===== config.mk =====
export PLATFORM = sky130hd
export DESIGN_NAME = mux2_1_2bit_rr_arbiter
export DESIGN_NICKNAME = d
export VERILOG_FILES = /design/src/rtl/mux2_1_2bit_rr_arbiter.sv
export SDC_FILE = /design/constraint.sdc
export NUM_CORES = 1
export LEC_CHECK = 0
export CORE_UTILIZATION = 40
export DETAILED_ROUTE_END_ITERATION = 6
export PLACE_DENSITY = 0.7
export SETUP_SLACK_MARGIN = 0.4
export SYNTH_ARGS = -nofsm -noshare
export SYNTH_HDL_FRONTEND = slang
export SYNTH_SLANG_ARGS = --single-unit

===== constraint.sdc =====
create_clock -name clk -period 1.78 [get_ports clk]
set_clock_uncertainty 0.05 [all_clocks]
set_input_delay 0.178 -clock clk [delete_from_list [all_inputs] [get_ports clk]]
set_output_delay 0.178 -clock clk [all_outputs]
set_load 0.005 [all_outputs]

===== src/rtl/mux2_1_2bit_rr_arbiter.sv =====
// ============================================================================
// mux2_1_2bit_rr_arbiter: round-robin burst arbiter driving a registered
// 2-bit 2:1 mux channel with valid/ready on both sides.
// Revision: 1.0
// ============================================================================
`default_nettype none

module mux2_1_2bit_rr_arbiter #(
  parameter int MAX_BURST = 4,
  parameter int BURST_W   = 2
) (
  input  logic       clk,
  input  logic       reset_L,
  input  logic [1:0] in0_data,
  input  logic       in0_valid,
  output logic       in0_ready,
  input  logic [1:0] in1_data,
  input  logic       in1_valid,
  output logic       in1_ready,
  output logic [1:0] out_data,
  output logic       out_valid,
  input  logic       out_ready,
  output logic       selector
);

  typedef enum logic [1:0] {
    IDLE = 2'd0,
    G0   = 2'd1,
    G1   = 2'd2
  } state_t;

  localparam logic [BURST_W-1:0] LAST_CNT = BURST_W'(MAX_BURST - 1);

  state_t             state_q, state_d;
  logic [BURST_W-1:0] cnt_q, cnt_d;
  logic               ptr_q, ptr_d;
  logic [1:0]         out_data_q, out_data_d;
  logic               out_valid_q, out_valid_d;

  logic load;
  logic xfer0;
  logic xfer1;
  logic xfer;

  assign load      = !out_valid_q || out_ready;
  assign in0_ready = (state_q == G0) && load;
  assign in1_ready = (state_q == G1) && load;
  assign xfer0     = in0_valid && in0_ready;
  assign xfer1     = in1_valid && in1_ready;
  assign xfer      = xfer0 || xfer1;

  assign out_data  = out_data_q;
  assign out_valid = out_valid_q;
  assign selector  = (state_q == G1);

  // Grant / burst / priority-pointer next state
  always_comb begin
    logic   cur_valid;
    logic   oth_valid;
    logic   oth_idx;
    state_t oth_state;

    state_d   = state_q;
    cnt_d     = cnt_q;
    ptr_d     = ptr_q;
    cur_valid = (state_q == G1) ? in1_valid : in0_valid;
    oth_valid = (state_q == G1) ? in0_valid : in1_valid;
    oth_idx   = (state_q == G0);
    oth_state = (state_q == G1) ? G0 : G1;

    case (state_q)
      IDLE: begin
        cnt_d = '0;
        if (in0_valid && in1_valid) begin
          state_d = ptr_q ? G1 : G0;
        end else if (in0_valid) begin
          state_d = G0;
        end else if (in1_valid) begin
          state_d = G1;
        end
      end
      G0, G1: begin
        if (xfer) begin
          if (cnt_q == LAST_CNT) begin
            cnt_d = '0;
            if (oth_valid) begin
              state_d = oth_state;
              ptr_d   = oth_idx;
            end
          end else begin
            cnt_d = cnt_q + 1'b1;
          end
        end else if (!cur_valid) begin
          cnt_d   = '0;
          ptr_d   = oth_idx;
          state_d = oth_valid ? oth_state : IDLE;
        end
      end
      default: begin
        state_d = IDLE;
        cnt_d   = '0;
      end
    endcase
  end

  // Single output stage; a load slot without a transfer drains the word
  always_comb begin
    out_data_d  = out_data_q;
    out_valid_d = out_valid_q;
    if (load) begin
      out_valid_d = xfer;
      if (xfer0) begin
        out_data_d = in0_data;
      end else if (xfer1) begin
        out_data_d = in1_data;
      end
    end
  end

  always_ff @(posedge clk or negedge reset_L) begin
    if (!reset_L) begin
      state_q     <= IDLE;
      cnt_q       <= '0;
      ptr_q       <= 1'b0;
      out_data_q  <= 2'b00;
      out_valid_q <= 1'b0;
    end else begin
      state_q     <= state_d;
      cnt_q       <= cnt_d;
      ptr_q       <= ptr_d;
      out_data_q  <= out_data_d;
      out_valid_q <= out_valid_d;
    end
  end

endmodule

`default_nettype wire


==> results of run 1 <==
==> state kept, by name (all words and copies together), names as in the netlist <==
signal / count
state_q: 2
ptr_q: 1
out_valid: 1
cnt_q: 2
out_data: 2
==> placed cells by master (no fill, tap or decap), types with 3 or more instances in the layout <==
cell type / synthesis / routed
nor2_1: 3 / 3
clkdlybuf4s50_1: 0 / 11
buf_4: 0 / 15
a21boi_1: 3 / 4
ha_4: 0 / 3
nand2_1: 5 / 5
clkbuf_4: 0 / 3
and2_1: 3 / 3
mux2_4: 1 / 3
dfrtp_1: 8 / 7
buf_6: 0 / 5
==> cells by family (layout without fill, tap and decap cells) <==
group,after synthesis,in the layout,share of synthesized area (%)
buffers and inverters,4,40,2.679
and+or+nand+nor,20,20,19.80
muxes,7,7,12.99
adders and majority gates,6,6,12.37
AOI/OAI and AO/OA,14,14,19.18
DFF,8,8,32.99
==> metal layers <==
layer | global-route usage (%) | vias to the layer above
li1 | - | 286
met1 | 27.91 | 303
met2 | 37.50 | 17
met3 | 3.261 | 2
met4 | 7.500 | 0
met5 | 0 | -
==> stage by stage <==
step / util, % / cells / setup TNS, ns / hold WS (ns)
final: 75.16 / 110 / -0.07524 / 0.1642
after CTS: 72.47 / 106 / -0.01966 / 0.1743
after global routing: 75.16 / 110 / -0.2043 / 0.1842
after floorplan: - / 59 / 0 / -0.1676
after global placement: 64.60 / 99 / -0.1195 / 0.4114
after detailed placement: 64.60 / 99 / -0.1975 / 0.4181
==> worst max-delay path by stage <==
stage / cells after the start / start / endpoint
2_1_floorplan: 6 / state_q[0]$_DFFE_PN0P_ / state_q[0]$_DFFE_PN0P_
3_3_place_gp: 5 / in0_valid / state_q[1]$_DFFE_PN0P_
3_5_place_dp: 5 / in0_valid / state_q[0]$_DFFE_PN0P_
4_1_cts: 6 / state_q[0]$_DFFE_PN0P_ / state_q[0]$_DFFE_PN0P_
5_1_grt: 6 / state_q[0]$_DFFE_PN0P_ / state_q[0]$_DFFE_PN0P_
6_report: 7 / state_q[0]$_DFFE_PN0P_ / state_q[0]$_DFFE_PN0P_
==> repair_timing <==
item,4_1_cts,5_1_grt
buffers inserted,4,4
cloned,0,0
resized for setup,23,2
endpoints found under the setup margin,10,11
pin swaps,7,2
==> report_power, final <==
part	switching (W)	leakage, nW	internal (W)	total (W)
registers	0.0000637	0.102	0.000261	0.000325
logic	0.000446	0.351	0.000707	0.00115
clock network	0.0000675	0.0138	0.0000776	0.000145
==> layout make-up <==
type	count	area share, %
Tap cell	15	1.850
Sequential cell	8	19.85
Inverter	3	1.110
Clock buffer	3	2.219
Timing Repair Buffer	34	29.72
Multi-Input combinational cell	47	45.25
==> worst max-delay path, cell delays in order (launching register included) <==
cell and delay, ns:
dfrtp_1 0.41, buf_4 0.15, buf_6 0.11, ha_4 0.17
a22o_4 0.28, nand4_4 0.07, a32oi_2 0.14, mux2_4 0.32
==> out/qor.txt, run 1 <==
# IOs = 15
nets@finish = 112
CTS buffer count = 3
P per Cell Area = 1599 mW/mm2
post-synth top area cell = dfrtp_1
RSZ-0062 raised after global routing = yes
Synth Net Count = 74
violated checks = setup timing
drt wl/cell = 13.85 um
initial core utilization = 44.95%
FF/Latch Area = 201.4 um2
CP Class = reg -> reg
crit path launch type = flip-flop
synth warn = 0
largest cells by area after synthesis = dfrtp_1, ha_1, mux2_1
flops & latches, synth = 8
total track usage = 22.03%
die area = 0.001677 mm2
Final HPWL DP = 1.064 mm
area grow syn2layout = 67.22%
Max-Cap Viols = 0
fmax = 547.5 MHz
Req. time, crit path = 1.86 ns
Min Clock Period, post-route = 1.827 ns
final setup fails = 2
clock tree sinks = 8
multi-input combinational cell area = 459.2 um2
Reg2Reg Depth = 7
library cells used by synthesis = 26
Slew Limit Headroom = 72.46%
port bufs = 14
remaining global-route overflow = 0
worst setup margin = -0.04657 ns
reg-to-reg critical path startpoint = state_q[0]$_DFFE_PN0P_
met3 WL = 71 um
Final Hold Fails = 0
synth cell count leaders = dfrtp_1, ha_1, nand2_1
# rows = 13
global-route wire length before repair = 2.352 mm
crit path max fanout = 5
Worst Tran Pin Value = 0.4118 ns
syn_area_per_cell = 10.29 um2
Post-synth ARST share = 100.0%
DR iter-0 viols = 13
gpl congestion = 0.7776
CP arrival = 1.91 ns
Lkg Pwr = 0.4675 nW
hold crit path type = in -> async
top_reg_cell synth = dfrtp_1
top cell type's share of synthesized area = 32.99%
top-count cell post-synth = dfrtp_1
maximum vdd ir drop = 1.091 mV
Crit. End Element = flip-flop
Worst R2R Setup Slack = -0.05 ns
sequential fraction of the synthesis area = 32.99%
largest net degree at the start of global routing = 9
Met2 Wirelength = 747 um
die height = 40.95 um
Power Total = 0.001623 W
layout cells sized above 1 = 44.21%
fillers = 92
reg2reg end = state_q[0]$_DFFE_PN0P_
DRC Markers = 0
WL final = 1.524 mm
Max clock buf depth = 2
final instance area = 0.001015 mm2
top sig layer = met4
hold buffer count at cts = 0
DP Worst Slack = -0.1081 ns
Worst-path clk slew = 0.06 ns
initial antenna violation count = 0
core area = 0.001350 mm2
Post-synth EDFFs = 0
H-tree lvl count = 1
max-slew violation count = 0
Vias/cell = 5.527
Final Cycle Share = 102.6%
synthesized area = 606.8 um2
Met1 Routed Length = 693 um
die width = 40.95 um
Post-DP Area = 872.1 um2
latest clock arrival within the worst-skew pair = 0.26 ns
CTS tree = done
diode count = 0
Cells after Synth = 59
vias in the first global route = 516
status = finished with violations
Vias = 608
CTS root buffer = clkbuf_4
Post-DRT Antenna Nets = 0
First-pass DRT Iterations = 4
(Power assumes the default switching activity.)
==> run 2: changes to the inputs <==
SKIP_CTS_REPAIR_TIMING = 1   (was not set)
==> run 2 against run 1 <==
  * Combinational power is 17% lower
  * Non-clock buffer count is 6 lower
  * Critical endpoint unchanged
  * Largest power group unchanged
  * Power decreased by 12%
  * Register-to-register slack improved by 0.03 ns
  * The flow still finishes with violations (setup timing)
  * Highest routed layer unchanged
  * Die area stayed put
==> out/qor.txt, run 2 (same netlist as run 1, synthesis figures left out) <==
sequential group share of total power = 23.1%
Post-DRT Antenna Nets = 0
Clk pwr share = 10.1%
remaining global-route overflow = 0
Worst Tran Pin Value = 0.3908 ns
# IOs = 15
fmax = 555.2 MHz
initial antenna violation count = 0
crit path max fanout = 4
port bufs = 14
drt wl/cell = 13.11 um
Final Cycle Share = 101.2%
CTS root buffer = clkbuf_4
latest clock arrival within the worst-skew pair = 0.26 ns
diode count = 0
Vias = 562
Req. time, crit path = 1.86 ns
Combinational Power Share = 66.7%
Slew Limit Headroom = 73.87%
Int Pwr = 0.0008905 W
reg2reg end = state_q[0]$_DFFE_PN0P_
Max clock buf depth = 2
H-tree lvl count = 1
CP Class = reg -> reg
violated checks = setup timing
Final HPWL DP = 1.064 mm
Crit. End Element = flip-flop
Min Clock Period, post-route = 1.801 ns
P per Cell Area = 1499 mW/mm2
global-route wire length before repair = 2.035 mm
Post-DP Area = 872.1 um2
largest net degree at the start of global routing = 9
final setup fails = 1
status = finished with violations
layout cells sized above 1 = 39.33%
clock tree sinks = 8
Sw Share = 37.45%
# rows = 13
Worst R2R Setup Slack = -0.02 ns
maximum vdd ir drop = 0.9419 mV
crit path launch type = flip-flop
CP arrival = 1.88 ns
nets@finish = 106
worst setup margin = -0.02112 ns
First-pass DRT Iterations = 4
gpl congestion = 0.7776
die area = 0.001677 mm2
P_sw = 0.0005332 W
final instance area = 949.7 um2
Max-Cap Viols = 0
reg-to-reg critical path startpoint = state_q[0]$_DFFE_PN0P_
most common cell after layout, fill and taps aside = buf_4
CTS tree = done
DR iter-0 viols = 8
die width = 40.95 um
DRC Markers = 0
initial core utilization = 44.95%
max-slew violation count = 0
vias in the first global route = 485
RSZ-0062 raised after global routing = yes
Lkg Pwr = 0.4425 nW
commonest non-fill, non-tap cells in the layout = buf_4, clkdlybuf4s50_1, dfrtp_1
Worst-path clk slew = 0.06 ns
area grow syn2layout = 56.49%
Final Hold Fails = 0
core area = 0.001350 mm2
hold crit path type = in -> async
Vias/cell = 5.404
CTS buffer count = 3
total track usage = 18.87%
Reg2Reg Depth = 6
Hold Slack = 0.1565 ns
die height = 40.95 um
WL final = 1.363 mm
-- run 2: worst max-delay path by stage --
stage,startpoint,end,slack [ns],depth (start not counted)
floorplan,state_q[0]$_DFFE_PN0P_,state_q[0]$_DFFE_PN0P_,0.07,6
global placement,in0_valid,state_q[1]$_DFFE_PN0P_,-0.06,5
detailed placement,in0_valid,state_q[0]$_DFFE_PN0P_,-0.11,5
CTS,state_q[1]$_DFFE_PN0P_,in0_ready,-0.13,4
global route,state_q[0]$_DFFE_PN0P_,state_q[0]$_DFFE_PN0P_,-0.10,6
finish,state_q[0]$_DFFE_PN0P_,state_q[0]$_DFFE_PN0P_,-0.02,6
-- run 2: per-layer routing --
| layer | wire (um) | GRT usage [%] | share of wire (%) | vias up |
|---|---|---|---|---|
| li1 | - | - | - | 272 |
| met1 | 600 | 24.25 | 44 | 273 |
| met2 | 677 | 29.30 | 50 | 13 |
| met3 | 66 | 4.348 | 4.8 | 4 |
| met4 | 18 | 9.167 | 1.3 | 0 |
| met5 | 0 | 0 | 0 | - |
-- run 2: area by class of cell --
| type | count | area [um2] |
|---|---|---|
| tap | 15 | 18.77 |
| inverter | 3 | 11.26 |
| multi-input combinational | 47 | 444.2 |
| timing repair buffer | 28 | 251.5 |
| sequential | 8 | 201.4 |
| fill | 112 | 400.4 |
| clock buffer | 3 | 22.52 |
-- run 2: per-stage QoR --
stage / cells / power (W) / utilization (%) / TNS (ns) / setup slack [ns]
after floorplan: 59 / 0.0008076 / - / 0 / 0.06583
after global routing: 104 / 0.001538 / 70.34 / -0.2419 / -0.1025
final: 104 / 0.001424 / 70.34 / -0.02112 / -0.02112
after detailed placement: 99 / 0.001192 / 64.60 / -0.1975 / -0.1081
after global placement: 99 / 0.001171 / 64.60 / -0.1195 / -0.06136
after CTS: 102 / 0.001343 / 66.27 / -0.3395 / -0.1312
-- run 2: power by group through the flow --
stage          clock, W  combinational (W)  sequential (W)
3_3_place_gp          0           0.000853        0.000319
2_1_floorplan         0           0.000492        0.000315
5_1_grt        0.000158            0.00104        0.000340
3_5_place_dp          0           0.000871        0.000321
4_1_cts        0.000147           0.000876        0.000319
6_report       0.000144           0.000950        0.000329
-- run 2: critical path, cell delays in order (launching register included) --
cell and delay (ns):
dfrtp_1 0.41, inv_2 0.11, ha_4 0.18, mux2i_4 0.25, o21ai_2 0.09, a32oi_2 0.24
mux2_1 0.35
==> run 3: changes to the inputs <==
SKIP_LAST_GASP = 1   (was not set)
==> run 3 against run 2 <==
  * Largest cell class unchanged
  * Die area stayed put
  * Power is 0.66% higher
  * Largest power group unchanged
  * Via count is 0.18% lower
  * Clock-buffer cell count stayed put
  * Sequential power hardly changed
  * Critical path type unchanged
  * Combinational power is 0.9% higher
  * The flow still finishes with violations (setup timing)
  * Maximum frequency hardly changed
  * Non-clock buffer count stayed put
==> out/qor.txt, run 3 (same netlist as run 1, synthesis figures left out) <==
met3 WL = 65 um
Max clock buf depth = 2
RSZ-0062 raised after global routing = yes
start point of the critical path = state_q[0]$_DFFE_PN0P_
violated checks = setup timing
hold crit path type = in -> async
status = finished with violations
Worst-path clk slew = 0.06 ns
layout cells sized above 1 = 38.20%
max-slew violation count = 0
area grow syn2layout = 57.32%
Final Util = 70.71%
crit path launch type = flip-flop
remaining global-route overflow = 0
Crit. End Element = flip-flop
Lkg Pwr = 0.4443 nW
vias in the first global route = 485
final instance area = 954.7 um2
CTS root buffer = clkbuf_4
reg-to-reg critical path startpoint = state_q[0]$_DFFE_PN0P_
CP Class = reg -> reg
DR iter-0 viols = 12
Max-Cap Viols = 0
initial core utilization = 44.95%
commonest non-fill, non-tap cells in the layout = clkdlybuf4s50_1, buf_4, dfrtp_1
P per Cell Area = 1501 mW/mm2
# rows = 13
die height = 40.95 um
total track usage = 18.87%
initial antenna violation count = 0
First-pass DRT Iterations = 4
WL final = 1.345 mm
nets@finish = 106
multi-input combinational cell area = 444.2 um2
fillers = 109
Worst Tran Pin Value = 0.3930 ns
worst setup margin = -0.02157 ns
CTS tree = done
Final Hold Fails = 0
Final HPWL DP = 1.064 mm
non-filler cells, final = 104
clock tree sinks = 8
Post-DP Area = 872.1 um2
top sig layer = met4
CTS buffer count = 3
Met2 Wirelength = 662 um
drt wl/cell = 12.93 um
H-tree lvl count = 1
setup TNS = -0.02157 ns
Final Cycle Share = 101.2%
fmax = 555.1 MHz
global-route wire length before repair = 2.035 mm
die area = 0.001677 mm2
Met1 Routed Length = 599 um
latest clock arrival within the worst-skew pair = 0.26 ns
Post-DRT Antenna Nets = 0
Min Clock Period, post-route = 1.802 ns
Slew Limit Headroom = 73.72%
Req. time, crit path = 1.86 ns
maximum vdd ir drop = 0.9437 mV
# IOs = 15
Vias/cell = 5.394
CP arrival = 1.88 ns
crit path max fanout = 4
Vias = 561
final setup fails = 1
gpl congestion = 0.7776
placed insts = 99
DRC Markers = 0
largest net degree at the start of global routing = 9
FF/Latch Area = 201.4 um2
core area = 0.001350 mm2
die width = 40.95 um
diode count = 0
port bufs = 14
[run 3: cell types whose count changed in the layout (fill, tap and decap cells not counted)]
cell	previous run	this run
clkbuf_2	0	1
clkdlybuf4s50_1	10	11
buf_2	2	0
[run 3: worst paths after layout]
check	endpoint	slack (ns)	cells past startpoint
min reg2reg	out_data[0]$_DFFE_PN0P_	0.44	2
min in group clk	out_data[0]$_DFFE_PN0P_	0.44	2
max in group asynchronous	state_q[1]$_DFFE_PN0P_	1.22	1
max reg2reg	state_q[0]$_DFFE_PN0P_	-0.02	6
min	out_valid$_DFFE_PN0N_	0.16	1
max	state_q[0]$_DFFE_PN0P_	-0.02	6
[run 3: cell type report]
| cell class | instances | share of cell area [%] |
|---|---|---|
| multi-input combinational | 47 | 46.53 |
| timing repair buffer | 28 | 26.87 |
| sequential | 8 | 21.10 |
| clock buffer | 3 | 2.359 |
| tap | 15 | 1.966 |
| inverter | 3 | 1.180 |
[run 3: layer usage]
layer,vias up,track usage [%]
li1,273,-
met1,271,24.25
met2,13,29.30
met3,4,4.348
met4,0,9.167
met5,-,0
[run 3: power breakdown]
part	total (W)	internal, W	switching [W]	leakage [nW]
clock	0.000145	0.0000775	0.0000670	0.0138
combinational	0.000959	0.000560	0.000399	0.328
sequential	0.000329	0.000261	0.0000681	0.102
total	0.00143	0.000899	0.000534	0.444
[run 3: stage by stage]
stage / power (W) / worst slack, ns / hold slack [ns]
after detailed placement: 0.001192 / -0.1081 / 0.4181
after global placement: 0.001171 / -0.06136 / 0.4114
after CTS: 0.001343 / -0.1312 / 0.1744
after floorplan: 0.0008076 / 0.06583 / -0.1676
final: 0.001433 / -0.02157 / 0.1574
after global routing: 0.001547 / -0.1025 / 0.1881
[run 3: critical path, stage by stage (launching register included)]
cell and delay (ns):
dfrtp_1 0.41, inv_2 0.11, ha_4 0.18, mux2i_4 0.25, o21ai_2 0.09, a32oi_2 0.24, mux2_1 0.35
